`config.mk`:
```
export PLATFORM = sky130hd
export DESIGN_NAME = instr_fetch_unit_flat
export DESIGN_NICKNAME = d
export VERILOG_FILES = /design/src/rtl/pipeline_pkg.sv /design/src/rtl/instr_fetch_unit_if.sv /design/src/rtl/if_id_reg.sv /design/src/rtl/instr_fetch_unit.sv /design/src/flat_wrapper.sv
export SDC_FILE = /design/constraint.sdc
export NUM_CORES = 1
export LEC_CHECK = 0
export CORE_MARGIN = 4
export CORE_UTILIZATION = 35
export CTS_CLUSTER_SIZE = 10
export DETAILED_ROUTE_END_ITERATION = 8
export PLACE_DENSITY = 0.66
export SLEW_MARGIN = 30
export SYNTH_ARGS = -nofsm -noshare
export SYNTH_HDL_FRONTEND = slang
export SYNTH_HIERARCHICAL = 1
export SYNTH_SLANG_ARGS = --single-unit
```
`constraint.sdc`:
```
create_clock -name clk -period 2.6 [get_ports clk]
set_input_delay 0.39 -clock clk [delete_from_list [all_inputs] [get_ports clk]]
set_output_delay 0.39 -clock clk [all_outputs]
set_load 0.05 [all_outputs]
```
`src/rtl/pipeline_pkg.sv`:
```
// Shared pipeline types and constants for the ARM-subset core.
// Imported by fetch, the IF/ID register and the instruction memory.
package pipeline_pkg;

    localparam int XLEN = 32;

    localparam logic [XLEN-1:0] NOP_WORD = 32'h0800_0000;
    localparam logic [XLEN-1:0] PC_READ_OFFSET = 32'd8;

    typedef enum logic [1:0] {
        S_START,
        S_RUN,
        S_BUBBLE
    } fetch_state_e;

    typedef struct packed {
        logic [XLEN-1:0] instr;
        logic [XLEN-1:0] pc;
        logic [XLEN-1:0] pc_plus8;
        logic            valid;
    } if_id_t;

    function automatic logic [XLEN-1:0] word_align(
        input logic [XLEN-1:0] a
    );
        return {a[XLEN-1:2], 2'b00};
    endfunction

endpackage

```
`src/rtl/instr_fetch_unit_if.sv`:
```
// Instruction-memory port: fetch drives the address,
// memory answers combinationally in the same cycle.
interface instr_fetch_unit_if;
    import pipeline_pkg::*;

    logic [XLEN-1:0] imem_addr;
    logic [XLEN-1:0] imem_rdata;

    modport master (
        output imem_addr,
        input  imem_rdata
    );

    modport slave (
        input  imem_addr,
        output imem_rdata
    );

endinterface

```
`src/rtl/if_id_reg.sv`:
```
// Enable/flush pipeline register for instr, pc, pc+8, valid.
// Flush wins over enable and turns the slot into a bubble.
module if_id_reg
    import pipeline_pkg::*;
#(
    parameter logic [XLEN-1:0] NOP = NOP_WORD
) (
    input  logic   clk,
    input  logic   reset,
    input  logic   en,
    input  logic   flush,
    input  if_id_t d_i,
    output if_id_t q_o
);

    if_id_t slot_q;
    if_id_t slot_d;

    always_comb begin
        slot_d = slot_q;
        if (flush) begin
            slot_d.instr = NOP;
            slot_d.valid = 1'b0;
        end else if (en) begin
            slot_d = d_i;
        end
    end

    always_ff @(posedge clk) begin
        if (reset) begin
            slot_q.instr    <= NOP;
            slot_q.pc       <= '0;
            slot_q.pc_plus8 <= PC_READ_OFFSET;
            slot_q.valid    <= 1'b0;
        end else begin
            slot_q <= slot_d;
        end
    end

    assign q_o = slot_q;

endmodule

```
`src/rtl/instr_fetch_unit.sv`:
```
// IF stage: owns the PC, fetches from combinational imem and
// feeds IF/ID, squashing wrong-path slots after a redirect.
module instr_fetch_unit
    import pipeline_pkg::*;
#(
    parameter logic [31:0] RESET_PC = 32'h0000_0000,
    parameter logic [31:0] NOP_WORD = pipeline_pkg::NOP_WORD,
    parameter int REDIRECT_BUBBLES = 1
) (
    input  logic        clk,
    input  logic        reset,
    input  logic        stall_f,
    input  logic        branch_taken_e,
    input  logic [31:0] branch_target_e,
    instr_fetch_unit_if.master imem,
    output logic [31:0] instr_d,
    output logic [31:0] pc_d,
    output logic [31:0] pc_plus8_d,
    output logic        valid_d,
    output logic        flush_d,
    output logic [31:0] fetch_count
);

    localparam logic [1:0] BUB_LOAD = 2'(REDIRECT_BUBBLES - 1);

    fetch_state_e state_q, state_d;
    logic [31:0]  pc_f_q, pc_f_d;
    logic [1:0]   bub_q, bub_d;
    logic [31:0]  count_q, count_d;
    logic         reg_en;
    logic         reg_flush;
    if_id_t       fetch_slot;
    if_id_t       ifid;

    always_comb begin
        state_d   = state_q;
        pc_f_d    = pc_f_q;
        bub_d     = bub_q;
        count_d   = count_q;
        reg_en    = 1'b0;
        reg_flush = 1'b0;
        unique case (state_q)
            S_START: state_d = S_RUN;
            S_RUN, S_BUBBLE: begin
                if (branch_taken_e) begin
                    pc_f_d    = word_align(branch_target_e);
                    reg_flush = 1'b1;
                    bub_d     = BUB_LOAD;
                    state_d   = (BUB_LOAD == 2'd0) ? S_RUN
                                                   : S_BUBBLE;
                end else if (state_q == S_BUBBLE) begin
                    // leave once the last inserted bubble is in IF/ID
                    reg_flush = 1'b1;
                    bub_d     = bub_q - 2'd1;
                    if (bub_q <= 2'd1) state_d = S_RUN;
                end else if (!stall_f) begin
                    reg_en  = 1'b1;
                    pc_f_d  = pc_f_q + 32'd4;
                    count_d = count_q + 32'd1;
                end
            end
            default: state_d = S_START;
        endcase
    end

    always_ff @(posedge clk) begin
        if (reset) begin
            state_q <= S_START;
            pc_f_q  <= RESET_PC;
            bub_q   <= 2'd0;
            count_q <= 32'd0;
        end else begin
            state_q <= state_d;
            pc_f_q  <= pc_f_d;
            bub_q   <= bub_d;
            count_q <= count_d;
        end
    end

    assign imem.imem_addr = word_align(pc_f_q);

    assign fetch_slot.instr    = imem.imem_rdata;
    assign fetch_slot.pc       = pc_f_q;
    assign fetch_slot.pc_plus8 = pc_f_q + PC_READ_OFFSET;
    assign fetch_slot.valid    = 1'b1;

    if_id_reg #(
        .NOP (NOP_WORD)
    ) u_if_id (
        .clk   (clk),
        .reset (reset),
        .en    (reg_en),
        .flush (reg_flush),
        .d_i   (fetch_slot),
        .q_o   (ifid)
    );

    assign instr_d     = ifid.instr;
    assign pc_d        = ifid.pc;
    assign pc_plus8_d  = ifid.pc_plus8;
    assign valid_d     = ifid.valid;
    assign fetch_count = count_q;
    assign flush_d     = branch_taken_e && (state_q != S_START);

endmodule

```
`src/flat_wrapper.sv`:
```
// flat-port wrapper written by rule: the top's interface ports become plain ports
module instr_fetch_unit_flat import pipeline_pkg::*;
#(
    parameter logic [31:0] RESET_PC = 32'h0000_0000,
    parameter logic [31:0] NOP_WORD = pipeline_pkg::NOP_WORD,
    parameter int REDIRECT_BUBBLES = 1
)
  (clk, reset, stall_f, branch_taken_e, branch_target_e, instr_d, pc_d, pc_plus8_d, valid_d, flush_d, fetch_count, imem_imem_addr, imem_imem_rdata);
  instr_fetch_unit_if imem_i ();
  input  logic clk;
  input  logic reset;
  input  logic stall_f;
  input  logic branch_taken_e;
  input  logic [31:0] branch_target_e;
  output logic [31:0] instr_d;
  output logic [31:0] pc_d;
  output logic [31:0] pc_plus8_d;
  output logic valid_d;
  output logic flush_d;
  output logic [31:0] fetch_count;
  output wire logic [$bits(imem_i.imem_addr)-1:0] imem_imem_addr;
  input wire logic [$bits(imem_i.imem_rdata)-1:0] imem_imem_rdata;
  assign imem_imem_addr = imem_i.imem_addr;
  assign imem_i.imem_rdata = imem_imem_rdata;
  instr_fetch_unit #(.RESET_PC(RESET_PC), .NOP_WORD(NOP_WORD), .REDIRECT_BUBBLES(REDIRECT_BUBBLES)) u_core (.clk(clk), .reset(reset), .stall_f(stall_f), .branch_taken_e(branch_taken_e), .branch_target_e(branch_target_e), .imem(imem_i), .instr_d(instr_d), .pc_d(pc_d), .pc_plus8_d(pc_plus8_d), .valid_d(valid_d), .flush_d(flush_d), .fetch_count(fetch_count));
endmodule
```
==> impl_metrics.env <==
export IMPL_status="complete, no violations"
export IMPL_ys_flop_type="dfxtp_1"
export IMPL_h_tree_depth=4
export IMPL_chipHeight_microns=161.7
export IMPL_yosysTopAreaCellShare_pct=38.76
export IMPL_cts_root_buf="clkbuf_16"
export IMPL_yosys_area_top_type="dfxtp_1"
export IMPL_io_buffers=225
export IMPL_maxSlewViolCount=0
export IMPL_drive_gt1_share_pct=8.444
export IMPL_die_w_microns=161.7
export IMPL_numClockSinks=160
export IMPL_skew_ns=0.009210
export IMPL_timing_rr_start="u_core/pc_f_q[3]"
export IMPL_synth_area_leaders="dfxtp_1 (39%), nand4bb_1 (8.7%), nand2b_1 (5.0%), mux2i_1 (4.2%), nor2_1 (4.2%)"
export IMPL_async_reset_ff_share_pct=0
export IMPL_cp_required_ns=2.21
export IMPL_gp_congestion=0.8417
export IMPL_vias=7396
export IMPL_hp_start="reset"
export IMPL_clkSlewWorstSetupHoldPaths_ns=0.06
export IMPL_fin_ws_ns=0.1504
export IMPL_die_area_sq_mm=0.02613
export IMPL_numCtsBuffers=17
export IMPL_cp_max_fo=38
export IMPL_drc=0
export IMPL_power_mw=5.866
export IMPL_end_kind="output port"
export IMPL_track_usage_pct=18.87
export IMPL_via_per_inst=5.143
export IMPL_initial_core_util_pct=36.06
export IMPL_drt_pass1_iterations=4
export IMPL_p_per_area_mw_per_mm2=523.3
export IMPL_syn2layout_area_growth_pct=35.64
export IMPL_synth_most_common_cell="dfxtp_1"
export IMPL_start_kind="input pin"
export IMPL_slew_headroom_pct=59.91
export IMPL_crit_type="input pin to output port"
export IMPL_synth_edf_count=0
export IMPL_grt_pass1_wl_microns=39790
export IMPL_arrival_ns=2.06
export IMPL_r2r_end="u_core/pc_f_q[28]"
export IMPL_overflow=0
export IMPL_dp_worst_setup_slack_ns=0.1099
export IMPL_antenna_found_initial=3
export IMPL_fmaxAchievable_mhz=408.2
export IMPL_synthTopCellsByCount="dfxtp_1 (160), nor2_1 (92), nand2b_1 (66)"
export IMPL_ff2ff_path_depth=7
export IMPL_syn_instance_count=925
export IMPL_first_iter_violations=514
export IMPL_cts_resized=0
export IMPL_hold_depth=2
export IMPL_n_antenna_cell=0
export IMPL_antenna_left=0
export IMPL_cts_tree="yes"
export IMPL_finalCritPeriodShare_pct=94.22
export IMPL_syn_area_sq_mm=0.008264
export IMPL_wl_microns=25650
export IMPL_seq_area_frac_synth_pct=38.76
export IMPL_final_net_count=1184
export IMPL_hold_viol=0
export IMPL_dpl_hpwl_microns=18410
export IMPL_whs_endpoint="u_core/fetch_count[3]"
export IMPL_hold_buffers=0
export IMPL_post_cts_buffers=0
export IMPL_grt_pass1_vias=7011
export IMPL_irDropWorstVdd_v=0.0003872
export IMPL_hold_class="input pin to flip-flop"
export IMPL_top_level_ports=230
export IMPL_finalSetupViolations=0
export IMPL_synth_area_per_cell_sq_um=8.934
export IMPL_grt_max_degree=65
export IMPL_leakage_nw=3.825
export IMPL_cap_violations=0
export IMPL_clockBufferDepth=2
export IMPL_tightestPinTransition_ns=0.5995
export IMPL_synth_cell_type_count=68
export IMPL_fin_crit_ns=2.450
export IMPL_rsz0062_at_grt="no"
export IMPL_rows=55
export IMPL_ys_ff_latch=160
export IMPL_timing_setup_tns_ns=0
export IMPL_coreArea_sq_mm=0.02292
export IMPL_routedWlPerCell_microns=17.84
export IMPL_yosysWarnings=6
export IMPL_clk_latency_ns=0.43
export IMPL_r2r_setup_slack_ns=0.22
## report_power, final
part / switching, mW / internal [mW] / leakage (nW)
logic: 0.488 / 0.351 / 2.25
clock network: 1.10 / 1.36 / 0.276
registers: 0.0656 / 2.51 / 1.30
## routing by layer
layer  share of wire [%]  vias to the layer above  global-route usage [%]
met4                 1.2                        6                   4.537
met1                  46                     3485                   25.76
met5                0.16                        -                       0
li1                    -                     3623                       -
met2                  44                      256                   28.77
met3                 8.7                       26                   6.623
## sequential cells by signal, summed over array words and instances, names as in the netlist
| name | flops |
|---|---|
| u_core/u_if_id/q_o | 97 |
| u_core/fetch_count | 32 |
| u_core/pc_f_q | 30 |
| u_core/state_q | 1 |
## through the flow
stage / instance area, sq um / util (%) / instances / hold WS, ns
after floorplan: 8283 / - / 930 / 0.4764
final: 11210 / 48.92 / 1438 / 0.4222
after global placement: 10640 / 46.44 / 1407 / 0.4524
after CTS: 11210 / 48.92 / 1438 / 0.4062
after global routing: 11210 / 48.92 / 1438 / 0.4322
after detailed placement: 10640 / 46.44 / 1407 / 0.4531
## kinds of logic (layout without fill, tap and decap cells)
logic type / count (synthesis) / after routing / synth area share (%)
simple gates: 384 / 384 / 29.43
compound gates: 160 / 160 / 11.69
flops: 160 / 160 / 38.76
buf+inv: 124 / 319 / 9.266
xor+xnor: 56 / 56 / 5.935
mux: 36 / 36 / 4.376
fa+ha+maj: 3 / 3 / 0.4542
other cells: 2 / 7 / 0.09087
## critical path, stage by stage
cell and delay [ns]:
clkdlybuf4s50_1 0.48, buf_4 0.38, nand2_1 0.18, inv_2 0.28, buf_12 0.19, buf_12 0.14
## layout by cell type, fill, tap and decap left out, types with 18 or more instances in the layout
| master | synthesis | routed |
|---|---|---|
| xnor2_1 | 31 | 31 |
| xor2_1 | 25 | 25 |
| nand2_1 | 36 | 36 |
| mux2i_1 | 35 | 35 |
| a21oi_1 | 18 | 18 |
| nand2b_1 | 66 | 66 |
| o21ai_1 | 60 | 60 |
| nor2_1 | 92 | 92 |
| nand4bb_1 | 64 | 64 |
| o21ai_0 | 29 | 29 |
| buf_4 | 37 | 46 |
| clkdlybuf4s50_1 | 0 | 223 |
| nand3_1 | 32 | 32 |
| dfxtp_1 | 160 | 160 |
## worst max-delay path by stage
stage | to | start | cells past startpoint | slack [ns]
finish | flush_d | branch_taken_e | 6 | 0.15
global route | flush_d | branch_taken_e | 6 | 0.08
CTS | imem_imem_addr[16] | u_core/pc_f_q[16] | 1 | 0.16
detailed placement | u_core/pc_f_q[15] | branch_taken_e | 8 | 0.11
global placement | u_core/u_if_id/q_o[4] | branch_taken_e | 7 | 0.14
floorplan | u_core/u_if_id/q_o[92] | branch_taken_e | 7 | 0.47
## layout make-up
type / instances / area (sq um)
clock buffers: 18 / 439.2
clock inverters: 13 / 127.6
fillers: 2210 / 11710
inverters: 14 / 55.05
multi-input cells: 646 / 4315
flip-flops and latches: 160 / 3203
well taps: 313 / 391.6
repair buffers: 274 / 2678
No activity file was read; power rests on OpenSTA's default activity.
